--- src/rtl/m24c16_responder_pkg.sv ---
// Shared types and constants for the M24C16 EEPROM responder.
// Holds the protocol FSM states, device code and array geometry.
package m24c16_responder_pkg;

   typedef enum logic [3:0] {
      IDLE,
      DEVSEL,
      DEV_ACK,
      ADDR,
      ADDR_ACK,
      WDATA,
      WDATA_ACK,
      RDATA,
      RDATA_ACK,
      IGNORE
   } state_t;

   localparam logic [3:0] DEVICE_CODE = 4'b1010;
   localparam int         PAGE_BITS   = 4;
   localparam int         MEM_ADDR_W  = 11;

   // Page-mode writes roll over inside the 16-byte page, upper bits untouched.
   function automatic logic [MEM_ADDR_W-1:0] page_inc(input logic [MEM_ADDR_W-1:0] ptr);
      return {ptr[MEM_ADDR_W-1:PAGE_BITS], ptr[PAGE_BITS-1:0] + 1'b1};
   endfunction

endpackage

--- src/rtl/m24c16_responder_if.sv ---
// Bus bundle between the responder and its surroundings:
// raw I2C lines, open-drain SDA pull, write control and the external RAM port.
interface m24c16_responder_if;
   import m24c16_responder_pkg::*;

   logic                  scl_in;
   logic                  sda_in;
   logic                  sda_pull_low;
   logic                  wc_n;
   logic [MEM_ADDR_W-1:0] mem_addr;
   logic [7:0]            mem_wdata;
   logic                  mem_we;
   logic [7:0]            mem_rdata;
   logic                  busy;

   modport slave (
      input  scl_in, sda_in, wc_n, mem_rdata,
      output sda_pull_low, mem_addr, mem_wdata, mem_we, busy
   );

   modport master (
      output scl_in, sda_in, wc_n, mem_rdata,
      input  sda_pull_low, mem_addr, mem_wdata, mem_we, busy
   );

endinterface

--- src/rtl/m24c16_responder_i2c_line_cond.sv ---
// Conditions one raw I2C line: 2-flop synchronizer, a run-length glitch
// filter and single-cycle rise/fall pulses on the filtered level.
module i2c_line_cond #(
   parameter int FILTER_LEN = 3
) (
   input  logic clock,
   input  logic reset,
   input  logic raw,
   output logic level,
   output logic rise,
   output logic fall
);
   localparam int CNT_W = $clog2(FILTER_LEN + 1);

   logic             sync1;
   logic             sync2;
   logic             level_d;
   logic [CNT_W-1:0] run_cnt;

   // Idle bus is high, so every stage resets to 1 to avoid a phantom edge.
   // The level only flips after FILTER_LEN consecutive differing samples.
   always_ff @(posedge clock) begin
      if (reset) begin
         sync1   <= 1'b1;
         sync2   <= 1'b1;
         level   <= 1'b1;
         level_d <= 1'b1;
         run_cnt <= '0;
      end else begin
         sync1   <= raw;
         sync2   <= sync1;
         level_d <= level;
         if (sync2 == level) begin
            run_cnt <= '0;
         end else if (run_cnt == CNT_W'(FILTER_LEN - 1)) begin
            level   <= sync2;
            run_cnt <= '0;
         end else begin
            run_cnt <= run_cnt + 1'b1;
         end
      end
   end

   assign rise = level & ~level_d;
   assign fall = ~level & level_d;

endmodule

--- src/rtl/m24c16_responder.sv ---
// I2C target emulating an M24C16 EEPROM on top of an external 2048x8
// synchronous RAM; SDA is open-drain and only ever pulled low.
module m24c16_responder
   import m24c16_responder_pkg::*;
#(
   parameter int FILTER_LEN  = 3,
   parameter int HOLD_CYCLES = 4
) (
   input logic                clock,
   input logic                reset,
   m24c16_responder_if.slave  bus
);
   localparam int HOLD_W = $clog2(HOLD_CYCLES + 1);

   state_t                state, state_nxt;
   logic [2:0]            bit_cnt, bit_cnt_nxt;
   logic [7:0]            shift, shift_nxt;
   logic [MEM_ADDR_W-1:0] pointer, pointer_nxt;
   logic                  byte_done, byte_done_nxt;
   logic                  ack, ack_nxt;
   logic                  rw, rw_nxt;
   logic                  drive, drive_nxt;
   logic                  pend_drive, pend_drive_nxt;
   logic [HOLD_W-1:0]     hold, hold_nxt;
   logic                  we, we_nxt;
   logic [7:0]            wdata, wdata_nxt;
   logic [7:0]            rx_byte;

   logic scl_level, scl_rise, scl_fall;
   logic sda_level, sda_rise, sda_fall;
   logic scl_steady_high, start, stop;

   i2c_line_cond #(.FILTER_LEN(FILTER_LEN)) scl_cond (
      .clock (clock),
      .reset (reset),
      .raw   (bus.scl_in),
      .level (scl_level),
      .rise  (scl_rise),
      .fall  (scl_fall)
   );

   i2c_line_cond #(.FILTER_LEN(FILTER_LEN)) sda_cond (
      .clock (clock),
      .reset (reset),
      .raw   (bus.sda_in),
      .level (sda_level),
      .rise  (sda_rise),
      .fall  (sda_fall)
   );

   // SDA edges that coincide with an SCL edge are data, never START/STOP.
   assign scl_steady_high = scl_level & ~scl_rise;
   assign start           = sda_fall & scl_steady_high;
   assign stop            = sda_rise & scl_steady_high;

   always_ff @(posedge clock) begin
      if (reset) begin
         state      <= IDLE;
         bit_cnt    <= 3'd7;
         shift      <= '0;
         pointer    <= '0;
         byte_done  <= 1'b0;
         ack        <= 1'b0;
         rw         <= 1'b0;
         drive      <= 1'b0;
         pend_drive <= 1'b0;
         hold       <= '0;
         we         <= 1'b0;
         wdata      <= '0;
      end else begin
         state      <= state_nxt;
         bit_cnt    <= bit_cnt_nxt;
         shift      <= shift_nxt;
         pointer    <= pointer_nxt;
         byte_done  <= byte_done_nxt;
         ack        <= ack_nxt;
         rw         <= rw_nxt;
         drive      <= drive_nxt;
         pend_drive <= pend_drive_nxt;
         hold       <= hold_nxt;
         we         <= we_nxt;
         wdata      <= wdata_nxt;
      end
   end

   // Bytes complete on the 8th SCL rise; ACK/data drive changes are queued on
   // SCL falls and applied HOLD_CYCLES later so SDA never moves near SCL high.
   always_comb begin
      state_nxt      = state;
      bit_cnt_nxt    = bit_cnt;
      shift_nxt      = shift;
      pointer_nxt    = pointer;
      byte_done_nxt  = byte_done;
      ack_nxt        = ack;
      rw_nxt         = rw;
      drive_nxt      = drive;
      pend_drive_nxt = pend_drive;
      hold_nxt       = hold;
      we_nxt         = 1'b0;
      wdata_nxt      = wdata;
      rx_byte        = {shift[6:0], sda_level};

      if (we) begin
         pointer_nxt = page_inc(pointer);
      end

      if (hold != '0) begin
         hold_nxt = hold - 1'b1;
         if (hold == HOLD_W'(1)) begin
            drive_nxt = pend_drive;
         end
      end

      if (start) begin
         state_nxt     = DEVSEL;
         bit_cnt_nxt   = 3'd7;
         byte_done_nxt = 1'b0;
         drive_nxt     = 1'b0;
         hold_nxt      = '0;
      end else if (stop) begin
         state_nxt     = IDLE;
         byte_done_nxt = 1'b0;
         drive_nxt     = 1'b0;
         hold_nxt      = '0;
      end else if (scl_rise) begin
         case (state)
            DEVSEL, ADDR, WDATA: begin
               shift_nxt   = rx_byte;
               bit_cnt_nxt = bit_cnt - 1'b1;
               if (bit_cnt == 3'd0) begin
                  byte_done_nxt = 1'b1;
                  ack_nxt       = 1'b1;
                  if (state == DEVSEL) begin
                     if (rx_byte[7:4] == DEVICE_CODE) begin
                        pointer_nxt[MEM_ADDR_W-1:8] = rx_byte[3:1];
                        rw_nxt                      = rx_byte[0];
                     end else begin
                        state_nxt     = IGNORE;
                        byte_done_nxt = 1'b0;
                     end
                  end else if (state == ADDR) begin
                     pointer_nxt[7:0] = rx_byte;
                  end else if (!bus.wc_n) begin
                     we_nxt    = 1'b1;
                     wdata_nxt = rx_byte;
                  end else begin
                     ack_nxt = 1'b0;
                  end
               end
            end
            RDATA: begin
               bit_cnt_nxt = bit_cnt - 1'b1;
               if (bit_cnt == 3'd0) begin
                  byte_done_nxt = 1'b1;
               end
            end
            RDATA_ACK: begin
               if (sda_level) begin
                  state_nxt = IGNORE;
               end else begin
                  byte_done_nxt = 1'b1;
               end
            end
            default: ;
         endcase
      end else if (scl_fall) begin
         case (state)
            DEVSEL, ADDR, WDATA: begin
               if (byte_done) begin
                  byte_done_nxt  = 1'b0;
                  pend_drive_nxt = ack;
                  hold_nxt       = HOLD_W'(HOLD_CYCLES);
                  state_nxt      = (state == DEVSEL) ? DEV_ACK :
                                   (state == ADDR)   ? ADDR_ACK : WDATA_ACK;
               end
            end
            DEV_ACK: begin
               hold_nxt    = HOLD_W'(HOLD_CYCLES);
               bit_cnt_nxt = 3'd7;
               if (rw) begin
                  state_nxt      = RDATA;
                  shift_nxt      = bus.mem_rdata;
                  pend_drive_nxt = ~bus.mem_rdata[7];
               end else begin
                  state_nxt      = ADDR;
                  pend_drive_nxt = 1'b0;
               end
            end
            ADDR_ACK, WDATA_ACK: begin
               state_nxt      = WDATA;
               bit_cnt_nxt    = 3'd7;
               pend_drive_nxt = 1'b0;
               hold_nxt       = HOLD_W'(HOLD_CYCLES);
            end
            RDATA: begin
               hold_nxt = HOLD_W'(HOLD_CYCLES);
               if (byte_done) begin
                  byte_done_nxt  = 1'b0;
                  pend_drive_nxt = 1'b0;
                  state_nxt      = RDATA_ACK;
                  pointer_nxt    = pointer + 1'b1;
               end else begin
                  shift_nxt      = {shift[6:0], 1'b0};
                  pend_drive_nxt = ~shift[6];
               end
            end
            RDATA_ACK: begin
               if (byte_done) begin
                  byte_done_nxt  = 1'b0;
                  state_nxt      = RDATA;
                  bit_cnt_nxt    = 3'd7;
                  shift_nxt      = bus.mem_rdata;
                  pend_drive_nxt = ~bus.mem_rdata[7];
                  hold_nxt       = HOLD_W'(HOLD_CYCLES);
               end
            end
            default: ;
         endcase
      end
   end

   assign bus.sda_pull_low = drive;
   assign bus.mem_addr     = pointer;
   assign bus.mem_wdata    = wdata;
   assign bus.mem_we       = we;
   assign bus.busy         = (state != IDLE);

endmodule

--- src/flat_wrapper.sv ---
// flat-port wrapper written by rule: the top's interface ports become plain ports
module m24c16_responder_flat import m24c16_responder_pkg::*;
#(
   parameter int FILTER_LEN  = 3,
   parameter int HOLD_CYCLES = 4
)
  (clock, reset, bus_scl_in, bus_sda_in, bus_wc_n, bus_mem_rdata, bus_sda_pull_low, bus_mem_addr, bus_mem_wdata, bus_mem_we, bus_busy);
  m24c16_responder_if bus_i ();
  input logic clock;
  input logic reset;
  input wire logic [$bits(bus_i.scl_in)-1:0] bus_scl_in;
  input wire logic [$bits(bus_i.sda_in)-1:0] bus_sda_in;
  input wire logic [$bits(bus_i.wc_n)-1:0] bus_wc_n;
  input wire logic [$bits(bus_i.mem_rdata)-1:0] bus_mem_rdata;
  output wire logic [$bits(bus_i.sda_pull_low)-1:0] bus_sda_pull_low;
  output wire logic [$bits(bus_i.mem_addr)-1:0] bus_mem_addr;
  output wire logic [$bits(bus_i.mem_wdata)-1:0] bus_mem_wdata;
  output wire logic [$bits(bus_i.mem_we)-1:0] bus_mem_we;
  output wire logic [$bits(bus_i.busy)-1:0] bus_busy;
  assign bus_i.scl_in = bus_scl_in;
  assign bus_i.sda_in = bus_sda_in;
  assign bus_i.wc_n = bus_wc_n;
  assign bus_i.mem_rdata = bus_mem_rdata;
  assign bus_sda_pull_low = bus_i.sda_pull_low;
  assign bus_mem_addr = bus_i.mem_addr;
  assign bus_mem_wdata = bus_i.mem_wdata;
  assign bus_mem_we = bus_i.mem_we;
  assign bus_busy = bus_i.busy;
  m24c16_responder #(.FILTER_LEN(FILTER_LEN), .HOLD_CYCLES(HOLD_CYCLES)) u_core (.clock(clock), .reset(reset), .bus(bus_i));
endmodule
--- config.mk ---
export PLATFORM = sky130hd
export DESIGN_NAME = m24c16_responder_flat
export DESIGN_NICKNAME = d
export VERILOG_FILES = /design/src/rtl/m24c16_responder_pkg.sv /design/src/rtl/m24c16_responder_if.sv /design/src/rtl/m24c16_responder_i2c_line_cond.sv /design/src/rtl/m24c16_responder.sv /design/src/flat_wrapper.sv
export SDC_FILE = /design/constraint.sdc
export NUM_CORES = 1
export LEC_CHECK = 0
export ABC_AREA = 1
export CAP_MARGIN = 20
export CORE_UTILIZATION = 45
export CTS_BUF_LIST = sky130_fd_sc_hd__clkbuf_8
export DETAILED_ROUTE_END_ITERATION = 10
export HOLD_SLACK_MARGIN = 0.15
export PLACE_DENSITY_LB_ADDON = 0.05
export SYNTH_ARGS = -nofsm -noshare
export SYNTH_HDL_FRONTEND = slang
export SYNTH_HIERARCHICAL = 1
export SYNTH_SLANG_ARGS = --single-unit
--- constraint.sdc ---
create_clock -name clock -period 2 [get_ports clock]
set_input_delay 0.4 -clock clock [delete_from_list [all_inputs] [get_ports clock]]
set_output_delay 0.4 -clock clock [all_outputs]
set_load 0.005 [all_outputs]
# Word-level counts from Yosys, hierarchy flattened
# Index checks and enable logic that the tools add are counted.
[op_classes]
bitwise = 23
reduce_logical = 34
eq_ne = 39
add_sub_neg = 6
muxes = 63
[ops]
columns = ["operator", "count"]
rows = [
  ["$mux 11", 8],
  ["$mux 4", 11],
  ["$mux 7", 6],
  ["$mux 3", 11],
  ["$ne 5x5->1 const B", 5],
  ["$ne 3x3->1 const B", 8],
  ["$pmux 7 s3", 1],
  ["$pmux 4 s5", 1],
  ["$reduce_and 10->1", 2],
  ["$mux 1", 17],
  ["$eq 4x3->1 const B", 4],
  ["$mux 8", 2],
  ["$not 1->1", 16],
  ["$reduce_and 8->1", 2],
  ["$ne 5x1->1 const B", 3],
  ["$reduce_or 3->1", 5],
  ["$reduce_and 7->1", 2],
  ["$ne 3x1->1 const B", 4],
  ["$pmux 3 s2", 2],
  ["$reduce_bool 4->1", 3],
  ["$reduce_or 4->1", 3],
  ["$add 11x1->11 const B", 1],
  ["$reduce_and 5->1", 2],
  ["$eq 4x2->1 const B", 2],
  ["other kinds (26)", 44],
]
[totals]
output_inout_bits = 22
ff_bits = 54
elab_cells = 188
input_bits = 13

# Longest topological paths before layout
[depth]
ltp_word = 9
ltp_mapped = 12
mapped_depth_nobuf = 12

# Cells and area by module
# The synthesis kept the hierarchy.
[modules_own_cells]
columns = ["module", "n_inst", "area_each_um2", "cells_each"]
rows = [
  ["m24c16_responder", 1, 2686.3, 425],
  ["i2c_line_cond", 2, 215.2, 24],
]

# Worst setup path after synthesis
# Ideal clock, no wire load.
[synth_path]
path_type = "register -> register"
from = "reg u_core.scl_cond.level"
to = "reg u_core.pointer[10], in the netlist u_core/bus.mem_addr[10]"
required_time_ps = 1888
path_stages_with_launch = 11
slack_ps = 351
t_arrival_ps = 1537
path_cell_list = "dfxtp_1 inv_2 nor2_1 buf_4 inv_1 nand3_1 nand2_1 nor3_2 nand3_1 nor2_1 nor2_1"
[synth_between]
elab_chain_len = 6
[synth_lines]
columns = ["element", "line_no", "rtl"]
rows = [
  ["from (decl)", "m24c16_responder_i2c_line_cond.sv:9", "output logic level,"],
  ["from (signal assigned)", "m24c16_responder_i2c_line_cond.sv:36", "level <= sync2;"],
  ["$and 1x1->1 *", "m24c16_responder_i2c_line_cond.sv:44", "assign rise = level & ~level_d;"],
  ["named net u_core.scl_rise", "m24c16_responder.sv:29", "logic scl_level, scl_rise, scl_fall;"],
  ["$not 1->1", "m24c16_responder.sv:52", "assign scl_steady_high = scl_level & ~scl_rise;"],
  ["$and 1x1->1", "m24c16_responder.sv:52", ""],
  ["$and 1x1->1", "m24c16_responder.sv:54", "assign stop = sda_rise & scl_steady_high;"],
  ["$mux 11", "m24c16_responder.sv:120", "end else if (stop) begin"],
  ["$mux 11 *", "m24c16_responder.sv:114", "if (start) begin"],
  ["to (signal assigned)", "m24c16_responder.sv:74", "pointer <= pointer_nxt;"],
  ["to (decl)", "m24c16_responder.sv:18", "logic [MEM_ADDR_W-1:0] pointer, pointer_nxt;"],
]
# Mark *: on every way through the listed nets, which the timed path passes. The rest lies on a longest branch.
# A chain may end at the register's enable or synchronous reset.

# Worst setup path in the final report
[layout_path]
from = "reg u_core.state[0]"
to = "out bus_busy"
[layout_between]
elab_chain_len = 1
[layout_lines]
columns = ["element", "line_no", "rtl"]
rows = [
  ["from (decl)", "m24c16_responder.sv:15", "state_t state, state_nxt;"],
  ["from (signal assigned)", "m24c16_responder.sv:71", "state <= state_nxt;"],
  ["$reduce_bool 4->1", "m24c16_responder.sv:226", "assign bus.busy = (state != IDLE);"],
  ["to (decl)", "flat_wrapper.sv:19", "output wire logic [$bits(bus_i.busy)-1:0] bus_busy;"],
]
# No other way between the ends.

==> metrics.md <==
| Metric | Value |
|---|---|
| Status | complete, no violations |
| Most frequent cells in the layout | 123 x sky130_fd_sc_hd__nand2_1, 81 x sky130_fd_sc_hd__nor2_1, 53 x sky130_fd_sc_hd__dfxtp_1 |
| Clock Tree Root | sky130_fd_sc_hd__clkbuf_8 |
| Top cell type's share of synthesized area | 34.68% |
| Total gr overflow | 0 |
| Total standard cell area after synthesis | ~0.0031 sq mm |
| Endpoint kind of the worst setup timing path | primary output |
| Share of the cycle needed by the critical path after routing | 94.53% |
| Routed wire per std cell | roughly 13 um |
| Final hold violation count | 0 |
| Final WL | 7.558 mm |
| Global-route wire length before repair | 13.24 mm |
| Iteration-0 DRC Markers | 174 |
| Clock-pin slew on the worst setup and hold paths | around 0.1 ns |
| Count of final max-slew check failures | 0 |
| Startpoint of the tightest hold check path | u_core/scl_cond/sync1$_SDFF_PP1_ |
| Placement row count | 29 |
| Number of cells on the worst hold path | 1 |
| Crit path max fanout | 7 |
| Number of buffers between clock root and the deepest sink | 2 |
| Most common cell after layout, fill and taps aside | sky130_fd_sc_hd__nand2_1 |
| Number of hold-repair buffers added at the cts stage | 0 |
| Fraction of final layout cells with drive strength greater than 1 | 10.29% |
| Synth cell types | 35 |
| Power Internal | 1.469 mW |
| Net count, final | between 500 and 600 |
| Antenna violations before repair | 0 |
| Net switching power figure | around 500 uW |
| Final core area utilization | 56.23% |
| Timing-limited maximum frequency | about 0.53 GHz |
| Die Area | 0.007263 sq mm |
| Number of synthesis warnings | 6 |
| Area growth, synth to finish | 17.82% |
| Pin count of the biggest net entering global routing | 28 |
| Aggregate global-route resource usage | 23.07% |
| Clock tree from TritonCTS | done |
| Number of standard cells after synthesis | between 400 and 500 |
| Arr. time, crit path | roughly 1.5 ns |
| Cell depth of the worst flop-to-flop path | 11 |
| Clock sink total | 54 |
| Final setup skew | 0.01171 ns |
| Worst Path Required | 1.60 ns |
| Number of CTS-inserted buffers | 5 |
| Crit path kind | register to primary output |
| Count of flip-flops with a built-in enable after synthesis | 0 |
| Die X | 85.23 um |
| Setup violation total in the final timing report | 0 |
| Setup crit start kind | register |
| Number of cells in the finished layout apart from fillers | 592 |
| Worst vdd ir | 0.3921 mV |
| Insertion delay to the later sink of the worst-skew pair | 0.32 ns |
| Synth top area cells | sky130_fd_sc_hd__dfxtp_1 35%, sky130_fd_sc_hd__nand2_1 15%, sky130_fd_sc_hd__nor2_1 9.9% |
| R2R setup slack | 0.17 ns |
| DRC violation count after routing | 0 |
| Total of flip-flops plus latches after synthesis | 54 |
| Routability Congestion | 0.9484 |
| Buffers inserted by post-CTS timing repair | 0 |
| Synth Net Count | approximately 500 |
| DPL Wire Length | 5.707 mm |
| Sequential cell area fraction in the yosys report | 34.68% |
| Overall via count from detail_route | between 2k and 3k |
| Power density cells | 536.0 mW/mm^2 |
| Worst Hold Path EP | u_core/scl_cond/sync2$_SDFF_PP1_ |
| Fraction of synthesis flops using an asynchronous set or reset pin | 0% |
| Shortest period the worst path allows | 1.891 ns |
| Vias per std cell | between 5 and 6 |
| Maxcap violations | 0 |
| Core area | 0.006531 sq mm |
| Destination of the worst register-to-register timing path | u_core/bus.mem_addr[1]$_SDFF_PP0_ |
| Comb power frac | 9.8% |
| Worst Hold Class | register to register |
| Reg-to-reg startpoint | u_core/scl_cond/level$_SDFFE_PP1P_ |
| Yosys top cell by area | sky130_fd_sc_hd__dfxtp_1 |
| Count of buffers from port buffering | 34 |
| Slew Limit Headroom | 57.00% |
| Cells after DPL | 584 |
| Die Span Y | 85.23 um |
| CTS H-tree depth | 2 |
| Sw Ratio | 25.37% |
| Seq pwr share | around 56% |
| Effective utilization at floorplan | 47.72% |
| Count of boundary I/O pins | 35 |
| Unrepaired setup endpoints after global routing | true |
| Measured slew at the worst slew-check pin | 0.6426 ns |
| Share of power burned in the clock network | 33.8% |
| Static power due to leakage | 1.687 nW |
| First-pass DRT Iterations | 4 |
| Most instantiated flip-flop cell in the synthesis netlist | sky130_fd_sc_hd__dfxtp_1 |
| Mean instance size in the synthesized netlist | 6.589 sq um |
| Count of inserted antenna diode cells | 0 |
| Number of global-route vias before repair | 2847 |
| Count of nets left with antenna violations after detail routing | 0 |
## state kept, by name, indices dropped and copies added, names as in the netlist
signal                   flops
u_core/bus.mem_we            1
u_core/shift                 7
u_core/rw                    1
u_core/pend_drive            1
u_core/sda_cond/level_d      1
u_core/hold                  3
u_core/sda_cond/level        1
u_core/bus.sda_pull_low      1
u_core/bit_cnt               3
u_core/sda_cond/sync1        1
u_core/sda_cond/run_cnt      2
u_core/scl_cond/level        1
u_core/state                 4
u_core/bus.mem_addr         11
u_core/scl_cond/sync1        1
u_core/scl_cond/sync2        1
u_core/bus.mem_wdata         8
u_core/ack                   1
u_core/byte_done             1
u_core/sda_cond/sync2        1
u_core/scl_cond/level_d      1
u_core/scl_cond/run_cnt      2
## metal layers
layer  share of wire [%]  wire length [um]  global-route usage, %  vias to the layer above
met5                   0                 0                      0                        -
met1                  50              3784                  31.06                     1327
met4                 1.2                87                  7.396                        0
met2                  43              3270                  36.88                       62
li1                    -                 -                      -                     1583
met3                 5.5               415                  4.961                        8
## power by group through the flow
| stage | clock, mW | sequential, mW | combinational, mW |
|---|---|---|---|
| detailed placement | 0 | 1.14 | 0.195 |
| finish | 0.665 | 1.11 | 0.194 |
| global route | 0.744 | 1.11 | 0.221 |
| floorplan | 0 | 1.13 | 0.132 |
| CTS | 0.692 | 1.11 | 0.196 |
| global placement | 0 | 1.13 | 0.189 |
## per-stage QoR
step                      worst slack, ns  hold slack, ns  total power, mW  area [sq um]  TNS [ns]
after floorplan                    0.3510          0.3832            1.265          3117         0
after global placement             0.1473          0.3868            1.323          3556         0
after detailed placement           0.1107          0.3906            1.331          3556         0
after CTS                         0.06903          0.4156            1.998          3655         0
after global routing             -0.01874          0.4278            2.079          3672  -0.01874
final                              0.1094          0.4121            1.968          3672         0
## cell families after synthesis
kind of cell,synth area share (%)
xor+xnor,1.124
simple gates,38.70
flops,34.68
mux,2.168
compound gates,11.08
buf+inv,8.229
fa+ha+maj,4.014
## cell type report
class	count	area, sq um
inverter	55	206.4
multi-input combinational	357	1795
sequential	54	1082
clock buffer	6	82.58
tap	77	96.34
fill	671	2859
timing repair buffer	41	392.9
clock inverter	2	16.27
## worst max-delay path: stages (launching register included)
cell	delay, ns
sky130_fd_sc_hd__dfxtp_1	0.44
sky130_fd_sc_hd__nor2_1	0.10
sky130_fd_sc_hd__nand2_1	0.12
sky130_fd_sc_hd__clkdlybuf4s50_1	0.51
## cells in the mapped netlist, drive strengths merged (4+ instances only)
master,count
inv,54
o211ai,4
nand3,27
dfxtp,54
o21ai,30
xor2,4
mux2,6
nor3,7
a21oi,25
or2,7
nand4,7
ha,10
buf,7
nand2,129
nor2,93
## what timing repair did
item | 4_1_cts | 5_1_grt
setup endpoints to repair | 0 | 12
gates resized for setup | 0 | 5
endpoints found under the hold margin | 0 | 0
## how the worst max path moves through the flow
stage | endpoint | depth (start not counted) | from | slack, ns
2_1_floorplan | u_core/bus.mem_addr[10]$_SDFFE_PP0P_ | 10 | u_core/scl_cond/level$_SDFFE_PP1P_ | 0.35
3_3_place_gp | u_core/hold[0]$_SDFF_PP0_ | 6 | reset | 0.15
3_5_place_dp | u_core/hold[0]$_SDFF_PP0_ | 6 | reset | 0.11
4_1_cts | bus_busy | 3 | u_core/state[1]$_SDFFE_PP0P_ | 0.07
5_1_grt | u_core/shift[3]$_SDFFE_PP0P_ | 11 | u_core/scl_cond/level$_SDFFE_PP1P_ | -0.02
6_report | bus_busy | 3 | u_core/state[0]$_SDFFE_PP0P_ | 0.11
No activity file was read; power rests on OpenSTA's default activity.
